File: src/rtl/dispatch_fifo_rv.sv
// Valid/ready FIFO between decode and dispatch: arbitrary depth, flush for
// mispredict recovery, occupancy and almost-full for stall logic.
module dispatch_fifo_rv #(
  parameter  int WIDTH        = 32,
  parameter  int DEPTH        = 8,
  parameter  int AFULL_THRESH = DEPTH - 1,
  localparam int CW           = $clog2(DEPTH + 1),
  localparam int PW           = $clog2(DEPTH)
) (
  input  logic             clk,
  input  logic             rst,
  input  logic             flush,
  input  logic             in_valid,
  output logic             in_ready,
  input  logic [WIDTH-1:0] in_data,
  output logic             out_valid,
  input  logic             out_ready,
  output logic [WIDTH-1:0] out_data,
  output logic [CW-1:0]    count,
  output logic             almost_full
);

  logic [WIDTH-1:0] mem [DEPTH];
  logic [PW-1:0]    wr_ptr, rd_ptr;
  logic             full, empty, push, pop;

  function automatic logic [PW-1:0] ptr_inc(input logic [PW-1:0] p);
    return (p == PW'(DEPTH - 1)) ? '0 : p + PW'(1);
  endfunction

  assign full        = (count == CW'(DEPTH));
  assign empty       = (count == '0);
  // A pop in the same cycle frees the slot, so a full FIFO still accepts.
  assign in_ready    = !full || out_ready;
  assign out_valid   = !empty;
  assign out_data    = empty ? '0 : mem[rd_ptr];
  assign almost_full = (count >= CW'(AFULL_THRESH));
  assign push        = in_valid && in_ready;
  assign pop         = out_valid && out_ready;

  always_ff @(posedge clk or posedge rst) begin
    if (rst) begin
      wr_ptr <= '0;
      rd_ptr <= '0;
      count  <= '0;
      for (int i = 0; i < DEPTH; i++) mem[i] <= '0;
    end else if (flush) begin
      // Contents are left stale; only the bookkeeping is cleared.
      wr_ptr <= '0;
      rd_ptr <= '0;
      count  <= '0;
    end else begin
      if (push) begin
        mem[wr_ptr] <= in_data;
        wr_ptr      <= ptr_inc(wr_ptr);
      end
      if (pop) rd_ptr <= ptr_inc(rd_ptr);
      case ({push, pop})
        2'b10:   count <= count + CW'(1);
        2'b01:   count <= count - CW'(1);
        default: count <= count;
      endcase
    end
  end

endmodule

File: config.mk
export PLATFORM = sky130hd
export DESIGN_NAME = dispatch_fifo_rv
export DESIGN_NICKNAME = d
export VERILOG_FILES = /design/src/rtl/dispatch_fifo_rv.sv
export SDC_FILE = /design/constraint.sdc
export NUM_CORES = 1
export LEC_CHECK = 0
export BUFFER_PORTS_ARGS = -buffer_cell sky130_fd_sc_hd__buf_2
export CAP_MARGIN = 5
export CORE_AREA = 2 2 206 208
export CTS_CLUSTER_DIAMETER = 60
export CTS_CLUSTER_SIZE = 25
export DETAILED_ROUTE_END_ITERATION = 16
export DIE_AREA = 0 0 208 210
export PLACE_DENSITY_LB_ADDON = 0.08
export SLEW_MARGIN = 5
export SYNTH_ARGS = -nofsm -noshare
export SYNTH_HDL_FRONTEND = slang
export SYNTH_SLANG_ARGS = --single-unit
File: constraint.sdc
create_clock -name clk -period 9.1 [get_ports clk]
set_input_delay 0.455 -clock clk [delete_from_list [all_inputs] [get_ports clk]]
set_output_delay 0.455 -clock clk [all_outputs]
set_load 0.01 [all_outputs]
* Yosys cells after proc, flatten, opt, wreduce, memory -nomap -nowiden
Index checks and enable logic that the tools add are counted.
Storage, ports and cells: bits in registers 266, input bits 37, output and inout port bits 39, logic and storage cells 53
Operators by class: magnitude comparators 4, bitwise operators 3, muxes and demuxes 15, reduce and logical (&&, ||, !) cells 11, eq/ne operators 5, add/sub/neg operators 4
Operators with widths (count):
- $bwmux 256 | 1
- $mux 32 | 4
- $bmux 32 s3 | 1
- $demux 32 s3 | 1
- $mux 3 | 6
- $ge 4x4->1 const B | 2
- $not 3->4 | 2
- $pmux 4 s2 | 1
- $add 3x1->3 const B | 2
- $eq 3x3->1 const B | 2
- $add 4x1->4 const B | 1
- $eq 4x4->1 const B | 1
- $ge 4x3->1 const B | 1
- $logic_not 4->1 | 1
- $lt 4x1->1 const B | 1
- $mux 4 | 1
- $reduce_bool 2->1 | 2
- $sub 4x1->4 const B | 1
- $logic_and 1x1->1 | 3
- $reduce_bool 3->1 | 1
- $eq 2x1->1 const B | 1
- $eq 2x2->1 const B | 1
- $logic_not 1->1 | 2
- $reduce_and 2->1 | 1
- 2 further kinds | 2

* Longest topological paths before layout
Gate-level depths: netlist of run 1.
word-level depth 7, depth in mapped cells 8, mapped depth without buffers 7

* Least setup slack after synthesis of run 1
OpenSTA, ideal clock, no wires.
path kind register -> register, from register count[3], to register count[3], data arrival time 2.232 ns, setup slack 6.750 ns, buffers on the path 1, stages on the path, launching flop included 9, period minus slack after synthesis 2.350 ns, library setup time 0.119 ns, required time 8.981 ns, path through dfrtp_1 buf_2 o41ai_2 nor2_1 ha_1 a31o_2 a21oi_1 o311ai_1 a21bo_1
Between the ends: cells in the longest elaborated chain, start to end 7, elaborated cells between the ends (all ways) 14, classes of those cells add/sub: 2; eq/ne: 3; mux: 2; reduce/logical: 7
Ends and longest elaborated chain:
- from (decl) | line 19 | output logic [CW-1:0] count,
- from (signal assigned) | line 59 | 2'b10: count <= count + CW'(1);
- from (signal assigned) | line 60 | 2'b01: count <= count - CW'(1);
- from (signal assigned) | line 61 | default: count <= count;
- $eq 4x4->1 | line 31 | assign full = (count == CW'(DEPTH));
- $logic_not 1->1 | line 34 | assign in_ready = !full || out_ready;
- $logic_or 1x1->1 | line 34
- $logic_and 1x1->1 | line 38 | assign push = in_valid && in_ready;
- $eq 2x1->1 or $eq 2x2->1 (tied branches) | line 58 | case ({push, pop})
- $pmux 4 s2 | line 58
- $mux 4 | line 47 | end else if (flush) begin
Several ways; a longest one is shown, not always the timed one. A chain may end at the register's enable or synchronous reset.

* Worst setup path in the final report of run 1
from register rd_ptr[0], to output port out_data[20]
Between the ends: cells in the longest elaborated chain, start to end 5
Ends and longest elaborated chain:
- from (decl) | line 24 | logic [PW-1:0] wr_ptr, rd_ptr;
- from (signal assigned) | line 57 | if (pop) rd_ptr <= ptr_inc(rd_ptr);
- $not 3->4 (implied by the code) | line 36 | assign out_data = empty ? '0 : mem[rd_ptr];
- $bmux 32 s3 | line 36
- $mux 32 (implied by the code) (2 in series) | line 36
- $mux 32 | line 36
- to (decl) | line 18 | output logic [WIDTH-1:0] out_data,
No other way between the ends. The select of a mux whose other input is x is not followed.

==> results.txt, run 1 <==
----------------------------------------------------
[Placement]
  Cell area reported after detailed placement ... 0.0132 mm2
  Gp weighted congestion ... 0.703
  Count of input and output buffers ... 75
  Placed wire-length estimate ... 17.5 mm

[Logic synthesis]
  Post-synthesis area per instance ... 15.8 um2
  Net count of the mapped netlist ... 819
  Cell type with the highest aggregate area in the netlist ... dfrtp_1
  Seq/Total Area, Yosys ... 54.1%
  Top cells by area in the synthesized netlist ... dfrtp_1, mux2_2, mux4_2, mux2_1, mux2i_1
  Synth top area share ... approximately 54%
  Synth Register Bits ... approximately 270
  Cell area after synthesis ... 0.0123 mm2
  Yosys warning total ... 0
  Count of cell types in the netlist ... 40
  Number of instances in the synthesized netlist ... 776

[Worst setup path]
  Worst path required time ... 8.65 ns
  Slowest stage delay, CP ... 0.81 ns
  Category of cells accounting for the largest share of critical-path delay ... buffers and inverters
  Classification of the worst setup path ... register to output port
  CP Max Fanout ... 43
  WP buf/inv ... 2
  List of cells traversed by the critical path ... buf_4 -> mux4_2 -> mux2i_1 -> nor2_1 -> buf_2
  Critical Path Sink Type ... output port
  Kind of launch point of the worst setup path ... register
  Critical path data arrival time ... 3.28 ns
  Master of the slowest instance on the critical path ... buf_4

[Route]
  Routed vias ... just under 7000
  Detailed-router iteration count before antenna repair ... 4
  Starting DRT DRC Count ... 305
  Post-route DRC violation count ... 0
  Antenna-violating nets left ... 0
  Average wire length per cell after detail routing ... 22.1 um
  Aggregate routed wire length ... 31.0 mm
  Via count normalized by instance count ... 4.96

[STA]
  Worst Hold Slack ... 0.0570 ns
  Unrepaired setup endpoints after global routing ... no
  Hold Vio Cnt, Final ... 0
  Post-layout min period ... 3.74 ns
  Sum Neg Setup Slack ... 0 ns
  Post-route clock skew ... 0.0197 ns
  Highest Clock Rate ... 268 MHz
  Fin. max-slew vios ... 0
  Post-route clock period utilization ... 41.1%
  Final-report setup violation count ... 0
  Worst slew margin relative to its limit ... 27.5%
  Transition at the pin with the smallest max-transition slack ... 1.09 ns

[Die]
  Initial standard-cell utilization of the core ... 29.7%
  I/O pin count ... 76
  Placeable core region ... 0.0415 mm2
  Chip height ... 210 um
  Die Span X ... about 210 um
  Die Footprint ... 0.0437 mm2
  Standard-cell row count ... between 70 and 80

[Layout]
  Fraction of the core area covered by cells at the end of the flow ... 34.1%
  Net total in the final layout ... 883
  Post-route cell area ... 0.0141 mm2
  Most common library cell in the layout ignoring fill and taps ... dfrtp_1
  Commonest cells after routing, fill and taps aside ... dfrtp_1, mux2_2, buf_2
  Antenna diode instance count ... 0
  Relative area change from synthesis to final layout ... 15.0%
  Share of post-route cells with drive strength above 1 ... 46.5%

[Global route]
  Global-route wire length before repair ... 49.0 mm
  Antenna violations before repair ... 1
  Total global routing track utilization ... 14.6%
  Maximum number of pins on one net before global-route repair ... 112
  Final global-route overflow total ... 0
  Number of global-route vias before repair ... ~8000

[Pwr]
  Pwr Density ... 276 mW/mm2
  Worst vdd ir ... 0.000151 V
  Static power due to leakage ... 0.00660 uW

[CTS]
  Post-CTS setup buffers ... 0
  # clock sinks ... 266
  Hold Buf Count CTS ... 0
  Root buf cell ... clkbuf_16
  Register clock-pin slew on the reported worst setup and hold paths ... 0.07 ns
  CTS tree ... done
  Later-pin clock latency in the skew report ... 0.56 ns
  Quantity of gates resized following cts ... 0
  Num CTS Buffers ... 28
  Maximum buffer depth of the clock tree ... 3
  CTS H-Tree Depth ... 1

[Job]
  Max Cap Viol ... 0

[Outcome]
  Outcome ... finished, final reports clean

[Min path]
  Hold Path Class ... input port to asynchronous set/reset pin

----------------------------------------------------
routing by layer:
layer	up-vias	routed length, um	global-route usage [%]
met5	-	13	0
met4	2	770	4.13
met3	56	916	2.23
met2	104	15900	25.7
met1	3759	13400	18.6
li1	3028	-	-
layout make-up:
cell class	instances	area, um2
flip-flops and latches	266	6670
well taps	539	674
multi-input cells	452	5330
clock buffers	36	792
clock inverters	15	186
inverters	6	30.0
repair buffers	86	458
fillers	4031	27300
registers in the layout (all words and copies together) (netlist names):
signal and count:
mem 256, wr_ptr 3, rd_ptr 3, count 4
worst reg2reg max path: stages (launching register included):
cell	delay [ns]
dfrtp_1	0.64
nor3_2	0.11
a31oi_2	0.77
nand4b_4	0.96
mux2_1	0.65
path summary, 6_finish.rpt:
check | startpoint | endpoint | slack (ns) | cells past startpoint
min in group clk | in_data[24] | mem[88]$_DFFE_PP0P_ | 0.21 | 2
max in group asynchronous | rst | mem[244]$_DFFE_PP0P_ | 7.39 | 3
worst min-delay path | rst | mem[208]$_DFFE_PP0P_ | 0.06 | 2
worst min register to register | mem[96]$_DFFE_PP0P_ | mem[96]$_DFFE_PP0P_ | 0.49 | 1
worst max-delay path | rd_ptr[0]$_DFFE_PP0P_ | out_data[20] | 5.36 | 5
worst max register to register | count[1]$_DFFE_PP0P_ | mem[114]$_DFFE_PP0P_ | 5.84 | 4
per-stage QoR:
stage,worst slack [ns],total power (uW),cells
after floorplan,1.32,2350,776
after global placement,5.81,2690,1349
after detailed placement,5.73,2750,1349
after CTS,5.17,4000,1400
after global routing,5.09,4140,1400
final,5.36,3900,1400
power breakdown:
group	internal (uW)	leakage, uW	switching (uW)
Combinational	553	0.00261	515
Clock	708	0.000480	502
Sequential	1430	0.00351	184
cell families (layout without fill, tap and decap cells):
family / Yosys count / after routing / synth area share [%]
AO/OA/AOI/OAI: 21 / 21 / 1.42
XOR/XNOR: 2 / 2 / 0.142
AND/OR/NAND/NOR: 68 / 68 / 3.18
buffers and inverters: 58 / 143 / 2.51
multiplexers: 355 / 355 / 38.0
adder cells (fa/ha/maj): 6 / 6 / 0.610
flip-flops: 266 / 266 / 54.1
cells in the mapped netlist:
cell type,instances
buf_6,2
nand3_1,4
buf_4,11
a21oi_1,5
inv_1,5
or4b_4,1
nand4_4,1
o21ai_0,2
nor3_2,1
clkbuf_1,6
ha_1,6
a32oi_2,1
a211oi_1,1
a31o_2,2
mux2_2,182
nor3_1,2
nor4_4,1
dfrtp_1,266
mux2_1,74
o41ai_2,1
a31oi_2,1
a32o_1,1
mux4_2,64
mux2i_1,35
o31ai_1,2
a21bo_1,1
a21o_1,1
nand4b_4,2
nand2_1,5
inv_2,1
nor2_1,42
a22oi_1,1
o41a_1,1
buf_1,5
nor2b_1,3
nand4_1,2
buf_2,28
xor2_1,2
o311ai_1,1
nand3_2,4
(Power assumes the default switching activity.)
==> inputs of run 2 (changes only) <==
==> constraint.sdc (replaced) <==
create_clock -name clk -period 3.33 [get_ports clk]
set_input_delay 0.1665 -clock clk [delete_from_list [all_inputs] [get_ports clk]]
set_output_delay 0.1665 -clock clk [all_outputs]
set_load 0.01 [all_outputs]
==> run 2 against run 1 <==
- final cell count is 3.9% higher
- utilization increased by 1.3 points
- global-route usage decreased by 0.26 points
- clock power grew to 2.7 times the previous value
- power increased to 2.8 times the previous value
- highest routed layer is now met4
==> results.txt, run 2 (synthesis gave the netlist of run 1 again) <==
----------------------------------------------------
[Worst setup path]
  Category of cells accounting for the largest share of critical-path delay ... flip-flops
  Slowest stage delay, CP ... 0.80 ns (about the same)
  Critical Path Sink Type ... output port
  Slack of the worst reg-to-reg path ... 0.57 ns (-5.27 ns)
  CP Max Fanout ... 27 (-37%)
  Worst path required time ... 3.16 ns (-5.49 ns)
  Worst Reg-to-Reg Cells ... 7 (+3)
  Critical path data arrival time ... 2.62 ns (-0.66 ns)
  Classification of the worst setup path ... register to output port
  List of cells traversed by the critical path ... buf_4 -> mux4_2 -> mux2i_1 -> nor2_1 -> buf_2
  Kind of launch point of the worst setup path ... register
  Master of the slowest instance on the critical path ... dfrtp_4
  WP buf/inv ... 2 (unchanged)
  Worst R2R Start ... count[3]$_DFFE_PP0P_
  RR Endpoint ... count[3]$_DFFE_PP0P_

[Layout]
  Flip-flop count of the largest register, all copies and words added ... 256 (unchanged)
  Commonest cells after routing, fill and taps aside ... dfrtp_1, mux2_2, buf_2
  Antenna diode instance count ... 0 (unchanged)
  Post-route cell area ... 0.0147 mm2 (+3.9%)
  Net total in the final layout ... 937 (+6.1%)
  Share of post-route cells with drive strength above 1 ... 46.1% (-0.39 points)
  Leading registers by flop count ... mem x256, count x4
  Most common library cell in the layout ignoring fill and taps ... dfrtp_1
  Relative area change from synthesis to final layout ... 19.4%
  Most flop-heavy register ... mem

[Route]
  Starting DRT DRC Count ... 298 (-2.3%)
  Aggregate routed wire length ... 30.7 mm (-0.93%)
  Detailed-router iteration count before antenna repair ... 4 (unchanged)
  Average wire length per cell after detail routing ... 21.1 um (-4.7%)
  Post-route DRC violation count ... 0 (unchanged)
  Via count normalized by instance count ... 4.88 (-1.7%)
  Routed vias ... 7100 (+2.2%)
  Antenna-violating nets left ... 0 (unchanged)

[Job]
  Max Cap Viol ... 0 (unchanged)

[STA]
  Post-layout min period ... 2.78 ns
  Sum Neg Setup Slack ... 0 ns (unchanged)
  Post-route clock period utilization ... 83.6%
  Fin. max-slew vios ... 0 (unchanged)
  Final-report setup violation count ... 0 (unchanged)
  Transition at the pin with the smallest max-transition slack ... 0.850 ns (-0.237 ns)
  Post-route clock skew ... 0.0152 ns (-0.00455 ns)
  Highest Clock Rate ... about 360 MHz
  Worst Hold Slack ... 0.0960 ns (+0.0390 ns)
  Crit path setup slack, layout ... 0.547 ns (-4.82 ns)
  Hold Vio Cnt, Final ... 0 (unchanged)
  Worst slew margin relative to its limit ... 43.2% (+16 points)
  Unrepaired setup endpoints after global routing ... no

[Min path]
  Worst hold path depth ... 4
  Hold Path Class ... input port to register
  Hold path start ... out_ready
  Endpoint, Worst Hold ... rd_ptr[2]$_DFFE_PP0P_

[CTS]
  CTS H-Tree Depth ... 1 (unchanged)
  Register clock-pin slew on the reported worst setup and hold paths ... 0.06 ns (about the same)
  Num CTS Buffers ... 29 (+3.6%)
  Later-pin clock latency in the skew report ... 0.55 ns (about the same)
  CTS tree ... done
  Maximum buffer depth of the clock tree ... 3 (unchanged)
  Root buf cell ... clkbuf_16
  # clock sinks ... 266 (unchanged)
  Post-CTS setup buffers ... 0 (unchanged)
  Quantity of gates resized following cts ... 0 (unchanged)
  Hold Buf Count CTS ... 34 (+34)

[Global route]
  Maximum number of pins on one net before global-route repair ... 65 (-42%)
  Total global routing track utilization ... 14.3% (-0.26 points)
  Global-route wire length before repair ... 48.8 mm (-0.42%)
  Antenna violations before repair ... 0 (-1)
  Final global-route overflow total ... 0 (unchanged)
  Number of global-route vias before repair ... 8145 (+2.0%)

[Placement]
  Count of input and output buffers ... 75 (unchanged)
  Placement Setup Slack ... 0.596 ns (-5.14 ns)
  Cell area reported after detailed placement ... 0.0134 mm2 (+1.6%)
  Placed wire-length estimate ... 19.4 mm (+11%)
  Gp weighted congestion ... 0.750 (+6.7%)

[Pwr]
  Overall power after layout ... 10700 uW (+180%)
  Static power due to leakage ... 0.00684 uW (+3.7%)
  Pwr Density ... 731 mW/mm2 (+170%)
  Worst vdd ir ... 0.000309 V (+100%)

[Die]
  Standard-cell row count ... 75 (unchanged)
  Die Span X ... 208 um (unchanged)
  Die Footprint ... 0.0437 mm2 (unchanged)
  Placeable core region ... 0.0415 mm2 (unchanged)
  Initial standard-cell utilization of the core ... 29.7% (unchanged)
  I/O pin count ... 76 (unchanged)
  Chip height ... 210 um (unchanged)

[Outcome]
  Outcome ... finished, final reports clean

----------------------------------------------------
[run 2: cell types whose count changed in the layout (fill, tap and decap cells not counted), moves of 3 or more]
| cell | change |
|---|---|
| dlygate4sd3_1 | +34 |
| buf_4 | +13 |
| buf_12 | +6 |
| clkinvlp_4 | +5 |
| clkbuf_8 | -3 |
[run 2: layout make-up]
type	count	area, um2
Clock buffer	32	747
Sequential cell	266	6670
Timing Repair Buffer	139	1020
Fill cell	3928	26800
Inverter	6	26.3
Multi-Input combinational cell	452	5330
Clock inverter	21	225
Tap cell	539	674
[run 2: how the worst max path moves through the flow]
stage	start	end	slack, ns	cells after the start
after floorplan	rst	count[0]$_DFFE_PP0P_	-0.35	1
after global placement	count[1]$_DFFE_PP0P_	mem[38]$_DFFE_PP0P_	0.67	5
after detailed placement	count[1]$_DFFE_PP0P_	mem[39]$_DFFE_PP0P_	0.60	5
after CTS	rd_ptr[1]$_DFFE_PP0P_	out_data[23]	0.43	5
after global routing	rd_ptr[0]$_DFFE_PP0P_	out_data[22]	0.38	5
final	rd_ptr[1]$_DFFE_PP0P_	out_data[23]	0.55	5
[run 2: through the flow]
| step | instances | utilization [%] |
|---|---|---|
| 4_1_cts | 1455 | 35.4 |
| 6_report | 1455 | 35.4 |
| 3_5_place_dp | 1368 | 32.2 |
| 2_1_floorplan | 776 | - |
| 5_1_grt | 1455 | 35.4 |
| 3_3_place_gp | 1368 | 32.2 |
[run 2: worst min-delay path, delay by kind of cell]
family          cells  cell delay, ns
compound gates      2            0.22
buf+inv             1            0.14
simple gates        1            0.08
[run 2: per-layer routing]
metal  wire length, um  vias to the layer above  track usage (%)
li1                  -                     3136                -
met5                 0                        -                0
met2             15500                      100             25.2
met3               952                       30             2.15
met1             13800                     3834             18.8
met4               382                        0             3.08
[run 2: where the power goes]
part / internal, uW / switching (uW) / total [uW]
clock network: 1830 / 1440 / 3260
logic: 1600 / 1450 / 3050
registers: 3920 / 498 / 4420
==> inputs of run 3 (changes only) <==
==> constraint.sdc (replaced) <==
create_clock -name clk -period 2.65 [get_ports clk]
set_input_delay 0.1325 -clock clk [delete_from_list [all_inputs] [get_ports clk]]
set_output_delay 0.1325 -clock clk [all_outputs]
set_load 0.01 [all_outputs]
==> run 3 against run 2 <==
- sequential power grew 22%
- register-to-register slack lost 0.39 ns
- first-iteration DRC count shrank 26%
- flip-flop and latch count is the same
- sequential share of layout area shrank 0.86 points
- power grew 30%
- via count grew 0.30%
- die area is the same
- wire length shrank 0.38%
- largest cell class unchanged
==> results.txt, run 3 (synthesis gave the netlist of run 1 again) <==
----------------------------------------------------
[Outcome]
  Outcome ... finished, final reports clean

[Pwr]
  Static power due to leakage ... 0.00698 uW (+2.0%)
  Pwr Density ... 930 mW/mm2 (+27%)
  Worst vdd ir ... 0.000429 V (+39%)

[Layout]
  Share of post-route cells with drive strength above 1 ... 46.8% (+0.75 points)
  Storage cell area ... 0.00667 mm2 (unchanged)
  Most common library cell in the layout ignoring fill and taps ... dfrtp_1
  Most flop-heavy register ... mem
  Net total in the final layout ... 946 (+0.96%)
  Commonest cells after routing, fill and taps aside ... dfrtp_1, mux2_2, buf_2
  Final cell count without fillers ... 1466 (+0.76%)
  Leading registers by flop count ... mem x256, count x4
  Fraction of the core area covered by cells at the end of the flow ... 36.1% (+0.68 points)
  Relative area change from synthesis to final layout ... 21.7%
  Flip-flop count of the largest register, all copies and words added ... 256 (unchanged)
  Area taken by multi-input logic gates ... 0.00534 mm2 (about the same)
  Antenna diode instance count ... 0 (unchanged)
  Number of inserted filler cells in the final layout ... 3958 (+0.76%)
  Post-route cell area ... 0.0150 mm2 (+1.9%)

[Route]
  Aggregate routed wire length ... 30.6 mm (-0.38%)
  Detailed-router iteration count before antenna repair ... 4 (unchanged)
  Via count normalized by instance count ... 4.86 (-0.46%)
  Antenna-violating nets left ... 0 (unchanged)
  Post-route DRC violation count ... 0 (unchanged)
  Starting DRT DRC Count ... 222 (-26%)
  Average wire length per cell after detail routing ... 20.8 um (-1.1%)
  Routed vias ... 7121 (+0.30%)

[Min path]
  Hold path start ... out_ready
  Hold Path Class ... input port to register
  Endpoint, Worst Hold ... rd_ptr[2]$_DFFE_PP0P_
  Worst hold path depth ... 4 (unchanged)

[CTS]
  Register clock-pin slew on the reported worst setup and hold paths ... 0.07 ns (about the same)
  Maximum buffer depth of the clock tree ... 3 (unchanged)
  CTS tree ... done
  # clock sinks ... 266 (unchanged)
  Later-pin clock latency in the skew report ... 0.57 ns (+0.02 ns)
  Root buf cell ... clkbuf_16
  Num CTS Buffers ... 31 (+6.9%)
  CTS H-Tree Depth ... 1 (unchanged)

[STA]
  Post-route clock period utilization ... between 90% and 100%
  Highest Clock Rate ... 405 MHz
  Post-layout min period ... 2.47 ns
  Worst slew margin relative to its limit ... 62.0% (+19 points)
  Hold Vio Cnt, Final ... 0 (unchanged)
  Fin. max-slew vios ... 0 (unchanged)
  Unrepaired setup endpoints after global routing ... no
  Final-report setup violation count ... 0 (unchanged)
  Transition at the pin with the smallest max-transition slack ... 0.570 ns (-0.280 ns)
  Post-route clock skew ... 0.0181 ns (+0.00292 ns)

[Worst setup path]
  Worst path required time ... 3.09 ns (-0.07 ns)
  RR Endpoint ... mem[113]$_DFFE_PP0P_
  CP Max Fanout ... 18 (-33%)
  Slack of the worst reg-to-reg path ... 0.18 ns (-0.39 ns)
  Critical Path Sink Type ... register
  Worst Reg-to-Reg Cells ... 5 (-2)
  Worst R2R Start ... count[2]$_DFFE_PP0P_
  Critical path data arrival time ... 2.91 ns (+0.29 ns)
  Kind of launch point of the worst setup path ... register
  Classification of the worst setup path ... register to register

[Die]
  Die Span X ... 208 um (unchanged)
  Chip height ... 210 um (unchanged)
  Standard-cell row count ... 75 (unchanged)
  Placeable core region ... 0.0415 mm2 (unchanged)
  Die Footprint ... 0.0437 mm2 (unchanged)
  I/O pin count ... 76 (unchanged)
  Initial standard-cell utilization of the core ... 29.7% (unchanged)

[Placement]
  Cell area reported after detailed placement ... 0.0135 mm2 (+0.58%)
  Placed wire-length estimate ... 18.7 mm (-3.7%)
  Count of input and output buffers ... 75 (unchanged)
  Number of instances in the placed design ... 1370 (+0.15%)
  Gp weighted congestion ... 0.726 (-3.3%)

[Global route]
  Total global routing track utilization ... 14.3% (about the same)
  Antenna violations before repair ... 0 (unchanged)
  Number of global-route vias before repair ... 8009 (-1.7%)
  Final global-route overflow total ... 0 (unchanged)
  Maximum number of pins on one net before global-route repair ... 93 (+43%)
  Global-route wire length before repair ... 48.4 mm (-0.84%)

[Job]
  Max Cap Viol ... 0 (unchanged)

----------------------------------------------------
run 3: cell types whose count changed in the layout (fill, tap and decap cells not counted), moves of 2 or more:
cell / previous run / this run
clkbuf_16: 29 / 31
clkinv_4: 2 / 5
clkinvlp_4: 6 / 3
inv_6: 7 / 3
clkbuf_8: 1 / 5
buf_12: 6 / 12
run 3: worst max-delay path: stages, from the launching register on:
cell      delay, ns
dfrtp_1        0.61
nor3_2         0.11
a31oi_2        0.48
nand4b_4       0.46
buf_12         0.33
mux2_1         0.33
run 3: routing by layer:
| layer | routed length [um] | track usage [%] |
|---|---|---|
| met1 | 13700 | 18.8 |
| met2 | 15300 | 25.2 |
| met3 | 1120 | 2.00 |
| met4 | 454 | 3.15 |
| met5 | 0 | 0 |
run 3: worst max-delay path by stage:
stage	to	startpoint	cells past startpoint
after floorplan	count[0]$_DFFE_PP0P_	rst	1
after global placement	mem[102]$_DFFE_PP0P_	count[2]$_DFFE_PP0P_	5
after detailed placement	mem[105]$_DFFE_PP0P_	count[2]$_DFFE_PP0P_	5
after CTS	out_data[18]	rd_ptr[0]$_DFFE_PP0P_	5
after global routing	mem[105]$_DFFE_PP0P_	count[2]$_DFFE_PP0P_	5
final	mem[113]$_DFFE_PP0P_	count[2]$_DFFE_PP0P_	5
run 3: area by class of cell:
cell class / count / share of cell area (%)
Clock buffer: 38 / 5.69
Tap cell: 539 / 4.50
Inverter: 6 / 0.175
Multi-Input combinational cell: 452 / 35.7
Clock inverter: 19 / 1.64
Timing Repair Buffer: 146 / 7.82
Sequential cell: 266 / 44.5
run 3: repair_timing:
action                                  CTS  global route
buffers inserted                          5             0
endpoints found under the setup margin   16             1
resized for setup                         0             2
hold buffers                             34             0
endpoints found under the hold margin   529             0
cloned                                    0             0
run 3: power breakdown:
part | total [uW] | switching [uW] | internal [uW]
sequential | 5400 | 472 | 4930
combinational | 4050 | 1960 | 2090
clock | 4470 | 1830 | 2630
run 3: per-stage QoR:
step                      TNS, ns  setup WS [ns]  power [uW]  hold WS [ns]
final                           0          0.184       13900        0.0414
after global routing            0        0.00429       14700        0.0610
after CTS                       0         0.0382       14200       0.00537
after detailed placement        0          0.145        9550        0.0788
after global placement          0          0.208        9370        0.0896
after floorplan           -264.40         -0.994        8080         0.264
